**src/rtl/condicionador_botoes.sv**
```systemverilog
// Button conditioner for the memory game: synchronises, debounces press and release,
// rejects multi-button presses and emits one tem_jogada pulse per valid press.
module condicionador_botoes #(
  parameter int N_BOTOES = 4,
  parameter int DEBOUNCE = 20,
  parameter int CONT_W   = 5
) (
  input  logic                clock,
  input  logic                reset,
  input  logic [N_BOTOES-1:0] botoes,
  output logic [N_BOTOES-1:0] jogada,
  output logic                tem_jogada,
  output logic                jogada_invalida,
  output logic [2:0]          db_estado
);

  typedef enum logic [2:0] {
    ESPERA     = 3'd0,
    ESTABILIZA = 3'd1,
    VALIDA     = 3'd2,
    SEGURA     = 3'd3,
    SOLTA      = 3'd4
  } estado_t;

  localparam logic [CONT_W-1:0] CONT_MAX = CONT_W'(DEBOUNCE - 1);

  estado_t             estado_reg, estado_next;
  logic [N_BOTOES-1:0] sync1_reg, sync2_reg;
  logic [N_BOTOES-1:0] amostra_reg, amostra_next;
  logic [CONT_W-1:0]   cont_reg, cont_next;
  logic [N_BOTOES-1:0] jogada_reg, jogada_next;

  always_ff @(posedge clock) begin
    if (reset) begin
      estado_reg  <= ESPERA;
      sync1_reg   <= '0;
      sync2_reg   <= '0;
      amostra_reg <= '0;
      cont_reg    <= '0;
      jogada_reg  <= '0;
    end else begin
      estado_reg  <= estado_next;
      sync1_reg   <= botoes;
      sync2_reg   <= sync1_reg;
      amostra_reg <= amostra_next;
      cont_reg    <= cont_next;
      jogada_reg  <= jogada_next;
    end
  end

  always_comb begin
    estado_next  = estado_reg;
    amostra_next = amostra_reg;
    cont_next    = cont_reg;
    jogada_next  = jogada_reg;
    case (estado_reg)
      ESPERA: begin
        if (sync2_reg != '0) begin
          estado_next  = ESTABILIZA;
          amostra_next = sync2_reg;
          cont_next    = '0;
        end
      end
      ESTABILIZA: begin
        if (sync2_reg == '0) begin
          estado_next = ESPERA;
        end else if (sync2_reg != amostra_reg) begin
          amostra_next = sync2_reg;
          cont_next    = '0;
        end else if (cont_reg == CONT_MAX) begin
          estado_next = VALIDA;
          // Load the code on entry so jogada is already valid while tem_jogada is high.
          if ($onehot(amostra_reg)) jogada_next = amostra_reg;
        end else begin
          cont_next = cont_reg + CONT_W'(1);
        end
      end
      VALIDA: estado_next = SEGURA;
      SEGURA: begin
        if (sync2_reg == '0) begin
          estado_next = SOLTA;
          cont_next   = '0;
        end
      end
      SOLTA: begin
        if (sync2_reg != '0) begin
          estado_next = SEGURA;
        end else if (cont_reg == CONT_MAX) begin
          estado_next = ESPERA;
        end else begin
          cont_next = cont_reg + CONT_W'(1);
        end
      end
      default: estado_next = ESPERA;
    endcase
  end

  always_comb begin
    tem_jogada      = (estado_reg == VALIDA) &&  $onehot(amostra_reg);
    jogada_invalida = (estado_reg == VALIDA) && !$onehot(amostra_reg);
    db_estado       = estado_reg;
    jogada          = jogada_reg;
  end

endmodule

```
**config.mk**
```make
export PLATFORM = sky130hd
export DESIGN_NAME = condicionador_botoes
export DESIGN_NICKNAME = d
export VERILOG_FILES = /design/src/rtl/condicionador_botoes.sv
export SDC_FILE = /design/constraint.sdc
export NUM_CORES = 1
export LEC_CHECK = 0
export CORE_MARGIN = 1.5
export CORE_UTILIZATION = 50
export DETAILED_ROUTE_END_ITERATION = 7
export PLACE_DENSITY = 0.78
export SLEW_MARGIN = 40
export SYNTH_ARGS = -nofsm -noshare
export SYNTH_HDL_FRONTEND = slang
export SYNTH_SLANG_ARGS = --single-unit
```
**constraint.sdc**
```tcl
create_clock -name clock -period 6.3 [get_ports clock]
set_input_delay 1.26 -clock clock [delete_from_list [all_inputs] [get_ports clock]]
set_output_delay 1.26 -clock clock [all_outputs]
set_load 0.005 [all_outputs]
```
Word-level counts from Yosys, hierarchy flattened
Cells that the tools add are included.
- bits in registers: 24
- bits in latches: 0
- bits in writable memories: 0
- memory bits (read-only): 0
- output and inout bits: 9
- memories: 0
- add/subtract/negate cells: 4
- multiply operators: 0
- divide/modulo/power cells: 0
- order comparisons: 0
- equal/unequal tests: 15
- shifts and indexed selects: 0
- multiplexer cells: 19
- bitwise logic cells: 2
- reduce and logical (&&, ||, !) cells: 12
- operators by type and width (cell ; number):
    5-bit 2-to-1 mux ; 6
    3-bit 2-to-1 mux ; 7
    5-bit case mux with 4 select lines ; 1
    3-bit case mux with 5 select lines ; 1
    5-bit AND reduction ; 3
    4-bit 2-to-1 mux ; 3
    2-bit inequality test (second input constant) ; 5
    3-bit inequality test (second input constant) ; 3
    4-bit case mux with 2 select lines ; 1
    4-bit nonzero test ; 2
    3-bit by 1-bit equality test with 1-bit output (second input constant) ; 2
    3-bit by 2-bit equality test with 1-bit output (second input constant) ; 2
    5-bit by 1-bit adder with 5-bit output (second input constant) ; 1
    5-bit equality test (second input constant) ; 1
    1-bit by 1-bit adder with 2-bit output ; 2
    4-bit logical NOT ; 1
    4-bit inequality test ; 1
    4-bit AND reduction ; 1
    2-bit by 2-bit adder with 3-bit output ; 1
    3-bit equality test (second input constant) ; 1
    3-bit logical NOT ; 1
    1-bit logical AND ; 2
    1-bit NOT ; 2
    2-bit nonzero test ; 1
    1-bit logical NOT ; 1

Depth between registers and ports, before layout
Gate-level depths: netlist of the first run.
- word-level depth: 5
- mapped depth: 10

Worst setup path after synthesis of the first run
Ideal clock, no wire load.
- path type: register to output
- start point: register amostra_reg[0]
- end point: output port tem_jogada
- arrival time: 2.001 ns
- required time: 5.040 ns
- setup slack: 3.039 ns
- cell stages (with the launch flop): 8
- buffers on the path: 0
- cells stage by stage: dfxtp_1 > inv_1 > fa_1 > inv_1 > ha_1 > ha_1 > or3b_1 > nor3_1
- longest elaborated chain between the ends: 4
- RTL lines (what ; line ; RTL):
    start, declared ; 29 ; logic [N_BOTOES-1:0] amostra_reg, amostra_next;
    start signal, assigned ; 45 ; amostra_reg <= amostra_next;
    1-bit by 1-bit adder with 2-bit output (not written as such) ; 99 ; tem_jogada = (estado_reg == VALIDA) && $onehot(amostra_reg);
    2-bit by 2-bit adder with 3-bit output (not written as such) ; 99 ;
    3-bit by 1-bit equality test with 1-bit output ; 99 ;
    1-bit logical AND ; 99 ;
    end, declared ; 12 ; output logic tem_jogada,
No other way between the ends.

Worst setup path in the final report of the first run
Same ends and word-level chain as after synthesis.

==> results.toml, run 1 <==
[outcome]
status = "complete, no violations"

[cts]
cts_buffer_depth = 2
clkSlewWorstSetupHoldPaths_ns = 0.12
ctsHoldBuffers = 0
cts.sinks = 24
ctsRootBufferMaster = "clkbuf_4"
insertion_delay_ns = 0.31
htreeDepth = 1
cts_inserted_buffers = 3
post_cts_buffers = 0
post_cts_resized = 0
cts_tree = "built"

[synthesis]
synthFlopType = "dfxtp_1"
ys_ff_latch = 24
yosysSeqAreaShare_pct = 42.2
synth_edf_count = 0
ys_async_sr_fraction_pct = 0
syn_inst = 122
yosysWarnings = 0
syn_area_um2 = 1140
avgSynthCellArea_um2 = 9.33
syn_nets = 132
synth_cell_types = 31

[timing]
max_slew_margin_pct = 69.1
tightest_slew_ns = 0.460
drv_slew = 0
setup_violations = 0
rsz0062_at_grt = "false"
fin_worst_skew_ns = 0.00485
fin_ws_ns = 2.13
period_share_pct = 66.2
finalHoldViolations = 0
finalWorstPathRequiredPeriod_ns = 4.17
fmax_mhz = 240
setup-tns-final_ns = 0

[route]
vias = 873
drtIter0Drc = 11
viasPerCell = 5.39
wl_per_cell_um = 11.8
finalWirelength_um = 1910
dr.pass1.iters = 4
drc = 0
ant_nets = 0

[layout]
drive_above_1_share_pct = 5.97
area_growth_pct = 15.1
nNetsFinal = 146
final_cell_area_um2 = 1310
largest_reg_flops = 5
nFillCells = 185
layout_commonest_cell = "dfxtp_1"
antenna_cells = 0
mostFrequentLayoutCells = "dfxtp_1 (24), nor2_1 (14), clkdlybuf4s50_1 (13), mux2i_1 (10), nor2b_1 (9)"

[worst_setup_path]
critPathLaunchType = "flop"
critPathArrivalTime_ns = 2.91
reg2reg_depth = 10
crit_path_end_kind = "primary output"
cp_max_fo = 4
timing.rr.end = "jogada[0]$_SDFFE_PP0P_"
rrSetupSlack_ns = 3.42
regToRegStartpoint = "amostra_reg[0]$_SDFFE_PP0P_"
crit_type = "flop to primary output"
required_ns = 5.04

[run]
maxCapViolCount = 0

[global_route]
busiest_layer = "met2"
use_met1_pct = 19.4
grt_start_max_net_pins = 25
antenna_found_initial = 0
met2_usage_pct = 28.3
grtUsageTotal_pct = 17.1
grt_pass1_vias = 827
grt_pass1_wl_um = 3240
grt-ovfl-total = 0
grtUsageMet3_pct = 3.87

[die]
io_pins = 15
dieArea_um2 = 2570
start_util_pct = 52.0
rows = 17
die_y_um = 50.7
die_w_um = 50.7
coreArea_um2 = 2190

[pwr]
power.switching_uw = 97.3
vdd_drop_max_uv = 137
swShare_pct = 30.0
internal_power_uw = 227
p_seq_share_pct = 54.8
p_clk_share_pct = 19.7
powerDensity_nw_per_um2 = 248
leakagePower_nw = 0.546
pwr-share-comb_pct = 25.6

[place]
dp_hpwl_um = 1420
place_congestion = 0.757
dp_slack_ns = 2.47
placed_area_um2 = 1290
numPortBuffers = 14

[worst_hold_path]
whs_endpoint = "sync2_reg[0]$_SDFF_PP0_"
worstHoldPathCells = 1
hold_path.class = "flop to flop"
min_from = "sync1_reg[0]$_SDFF_PP0_"
## cell type report
cell class	count	area, um2	area share [%]
clock buffer	3	22.5	1.72
inverter	6	22.5	1.72
multi-input combinational	87	614	46.9
sequential	24	480	36.7
tap	28	35.0	2.67
timing repair buffer	14	135	10.3
## worst max-delay path by stage
stage / startpoint / to / slack [ns] / cells after the start
5_1_grt: amostra_reg[0]$_SDFFE_PP0P_ / tem_jogada / 1.97 / 8
4_1_cts: amostra_reg[0]$_SDFFE_PP0P_ / tem_jogada / 2.12 / 8
2_1_floorplan: amostra_reg[0]$_SDFFE_PP0P_ / tem_jogada / 3.04 / 7
6_report: amostra_reg[0]$_SDFFE_PP0P_ / tem_jogada / 2.13 / 8
3_5_place_dp: amostra_reg[0]$_SDFFE_PP0P_ / tem_jogada / 2.47 / 8
3_3_place_gp: amostra_reg[0]$_SDFFE_PP0P_ / tem_jogada / 2.53 / 8
## worst max-delay path, stage by stage (launching register included)
cell and delay [ns]:
dfxtp_1 0.40, inv_1 0.09, fa_1 0.54, inv_1 0.04
ha_1 0.17, ha_1 0.26, or3b_1 0.40, nor3_1 0.18
clkdlybuf4s50_1 0.52
## layer usage
layer	wire length, um	vias up
met5	0	-
met4	47	0
met3	60	4
met2	900	19
met1	899	404
li1	-	446
## power groups by stage
stage / Sequential [mW] / Combinational [mW] / Clock, mW
6_report: 0.178 / 0.0831 / 0.0638
5_1_grt: 0.180 / 0.0928 / 0.0715
4_1_cts: 0.178 / 0.0838 / 0.0661
3_5_place_dp: 0.181 / 0.0833 / 0
3_3_place_gp: 0.181 / 0.0817 / 0
2_1_floorplan: 0.172 / 0.0681 / 0
## per-stage QoR
stage / power [mW] / std cells / hold slack [ns] / utilization, %
3_3_place_gp: 0.263 / 159 / 0.421 / 59.0
5_1_grt: 0.345 / 162 / 0.461 / 59.8
3_5_place_dp: 0.265 / 159 / 0.426 / 59.0
6_report: 0.325 / 162 / 0.449 / 59.8
2_1_floorplan: 0.240 / 122 / 0.414 / -
4_1_cts: 0.328 / 162 / 0.454 / 60.0
## cells in the mapped netlist, types with 3 or more instances
| cell | number | area (um2) |
|---|---|---|
| nand3_1 | 5 | 25.0 |
| clkbuf_1 | 3 | 11.3 |
| xor2_1 | 4 | 35.0 |
| mux2i_1 | 10 | 100 |
| nand2b_1 | 6 | 37.5 |
| nand2_1 | 3 | 11.3 |
| nor2b_1 | 9 | 56.3 |
| ha_1 | 3 | 37.5 |
| nor2_1 | 14 | 52.6 |
| inv_1 | 6 | 22.5 |
| dfxtp_1 | 24 | 480 |
| a21oi_1 | 6 | 30.0 |
## cells by family after synthesis
group | count (synthesis) | share of synthesized area, %
flops | 24 | 42.2
fa+ha+maj | 4 | 5.06
compound gates | 17 | 10.2
simple gates | 50 | 25.3
mux | 10 | 8.79
buf+inv | 11 | 3.85
xor+xnor | 6 | 4.62
(Power assumes the default switching activity.)
==> run 2: changes to the inputs <==
--- a/config.mk
+++ b/config.mk
@@ -6,9 +6,9 @@
 export NUM_CORES = 1
 export LEC_CHECK = 0
 export CORE_MARGIN = 1.5
-export CORE_UTILIZATION = 50
+export CORE_UTILIZATION = 48
 export DETAILED_ROUTE_END_ITERATION = 7
-export PLACE_DENSITY = 0.78
+export PLACE_DENSITY = 0.79
 export SLEW_MARGIN = 40
 export SYNTH_ARGS = -nofsm -noshare
 export SYNTH_HDL_FRONTEND = slang
==> constraint.sdc (replaced) <==
create_clock -name clock -period 3.65 [get_ports clock]
set_input_delay 0.73 -clock clock [delete_from_list [all_inputs] [get_ports clock]]
set_output_delay 0.73 -clock clock [all_outputs]
set_load 0.005 [all_outputs]
==> run 2 against run 1 <==
  * Hold slack better by 0.0021 ns
  * Sequential share of layout area fell by 1.1 points
  * Largest cell class unchanged
  * Via count grew 4.1%
  * Largest power group unchanged
  * Critical endpoint is now jogada_invalida
  * Highest routed layer unchanged
  * Register-to-register slack worse by 2.5 ns
==> results.toml, run 2 (same netlist as run 1, synthesis figures left out) <==
[outcome]
status = "complete, no violations"

[route]
vias = 909
wl_per_cell_um = 12.9
dr.pass1.iters = 4
drtIter0Drc = 15
drc = 0
finalWirelength_um = 2130
viasPerCell = 5.51
ant_nets = 0

[layout]
nNetsFinal = 148
largest_reg_flops = 5
drive_above_1_share_pct = 9.49
mostFrequentLayoutCells = "dfxtp_1 (21), nor2_1 (14), clkdlybuf4s50_1 (13), mux2i_1 (10), nor2b_1 (9)"
antenna_cells = 0
area_growth_pct = 20.2
layout_commonest_cell = "dfxtp_1"
nFillCells = 201

[worst_setup_path]
crit_buf_inv = 3
cp_max_fo = 4
rrSetupSlack_ns = 0.88
crit_path_end_kind = "primary output"
critPathArrivalTime_ns = 2.77
regToRegStartpoint = "amostra_reg[1]$_SDFFE_PP0P_"
required_ns = 2.92
critPathLaunchType = "flop"
crit_chain = "inv_1 > fa_1 > inv_1 > ha_1 > ha_1 > or3b_1 > nor3b_1 > clkdlybuf4s50_1"
max_stage_delay_ns = 0.50
cp_slowest_cell = "fa_1"
cp_top_family = "adder cells"
crit_type = "flop to primary output"
critPathLaunch = "amostra_reg[1]$_SDFFE_PP0P_"

[place]
place_congestion = 0.759
dp_hpwl_um = 1540
numPortBuffers = 14

[die]
io_pins = 15
rows = 17
die_y_um = 51.7
start_util_pct = 51.0
coreArea_um2 = 2230
die_w_um = 51.7
dieArea_um2 = 2670

[run]
maxCapViolCount = 0

[timing]
fmax_mhz = 286
period_share_pct = 95.8
drv_slew = 0
tightest_slew_ns = 0.528
finalHoldViolations = 0
finalWorstPathRequiredPeriod_ns = 3.50
setup-tns-final_ns = 0
fin_worst_skew_ns = 0.00150
holdWs_ns = 0.451
setup_violations = 0
rsz0062_at_grt = "false"
max_slew_margin_pct = 64.5

[pwr]
total_power_uw = 646
powerDensity_nw_per_um2 = 472
leakagePower_nw = 0.591
vdd_drop_max_uv = 312

[cts]
ctsRootBufferMaster = "clkbuf_4"
cts_tree = "built"
insertion_delay_ns = 0.32
htreeDepth = 1
cts.sinks = 24
ctsHoldBuffers = 0
clkSlewWorstSetupHoldPaths_ns = 0.13
cts_inserted_buffers = 3
cts_buffer_depth = 2

[global_route]
grt-ovfl-total = 0
grtUsageTotal_pct = 18.5
grt_start_max_net_pins = 25
grt_pass1_vias = 856
antenna_found_initial = 0
grt_pass1_wl_um = 3680

[worst_hold_path]
min_from = "sync1_reg[3]$_SDFF_PP0_"
hold_path.class = "flop to flop"
==> run 2: layout make-up <==
class | count | area, um2 | area share [%]
clock buffer | 3 | 22.5 | 1.65
clock inverter | 1 | 30.0 | 2.19
timing repair buffer | 16 | 158 | 11.5
multi-input combinational | 87 | 614 | 44.9
sequential | 24 | 487 | 35.6
tap | 28 | 35.0 | 2.56
inverter | 6 | 22.5 | 1.65
==> run 2: repair_timing <==
item	CTS	global route
setup endpoints to repair	1	2
resized for setup	2	3
hold endpoints to repair	0	0
buffers inserted	0	1
==> run 2: metal layers <==
metal	GRT usage, %	vias to the layer above	share of wire [%]	wire (um)
li1	-	452	-	-
met3	5.46	7	4.0	85
met2	31.4	24	50	1060
met4	8.33	0	2.3	48
met1	21.3	426	44	932
met5	0	-	0	0
==> run 2: path summary, 6_finish.rpt <==
path / end / cells past startpoint
max reg2reg: jogada[3]$_SDFFE_PP0P_ / 10
max: jogada_invalida / 8
min: sync2_reg[3]$_SDFF_PP0_ / 1
min reg2reg: sync2_reg[3]$_SDFF_PP0_ / 1
==> run 2: power by group <==
part / leakage (nW) / switching, mW / internal [mW]
Clock: 0.0279 / 0.0792 / 0.111
Combinational: 0.365 / 0.0711 / 0.0769
Sequential: 0.198 / 0.0292 / 0.279
==> run 2: stage by stage <==
step                      area [um2]  instances  worst slack (ns)  utilization (%)
after floorplan                 1140        122             0.919                -
after global placement          1300        160             0.411             58.2
after detailed placement        1300        160             0.350             58.2
after CTS                       1360        164            0.0279             60.7
after global routing            1370        165            0.0286             61.3
final                           1370        165             0.153             61.3
==> run 3: changes to the inputs <==
--- a/config.mk
+++ b/config.mk
@@ -9,7 +9,6 @@
 export CORE_UTILIZATION = 48
 export DETAILED_ROUTE_END_ITERATION = 7
 export PLACE_DENSITY = 0.79
-export SLEW_MARGIN = 40
 export SYNTH_ARGS = -nofsm -noshare
 export SYNTH_HDL_FRONTEND = slang
 export SYNTH_SLANG_ARGS = --single-unit
==> results of run 3 <==
No change in the layout: final DEF, timing and power equal those of run 2.
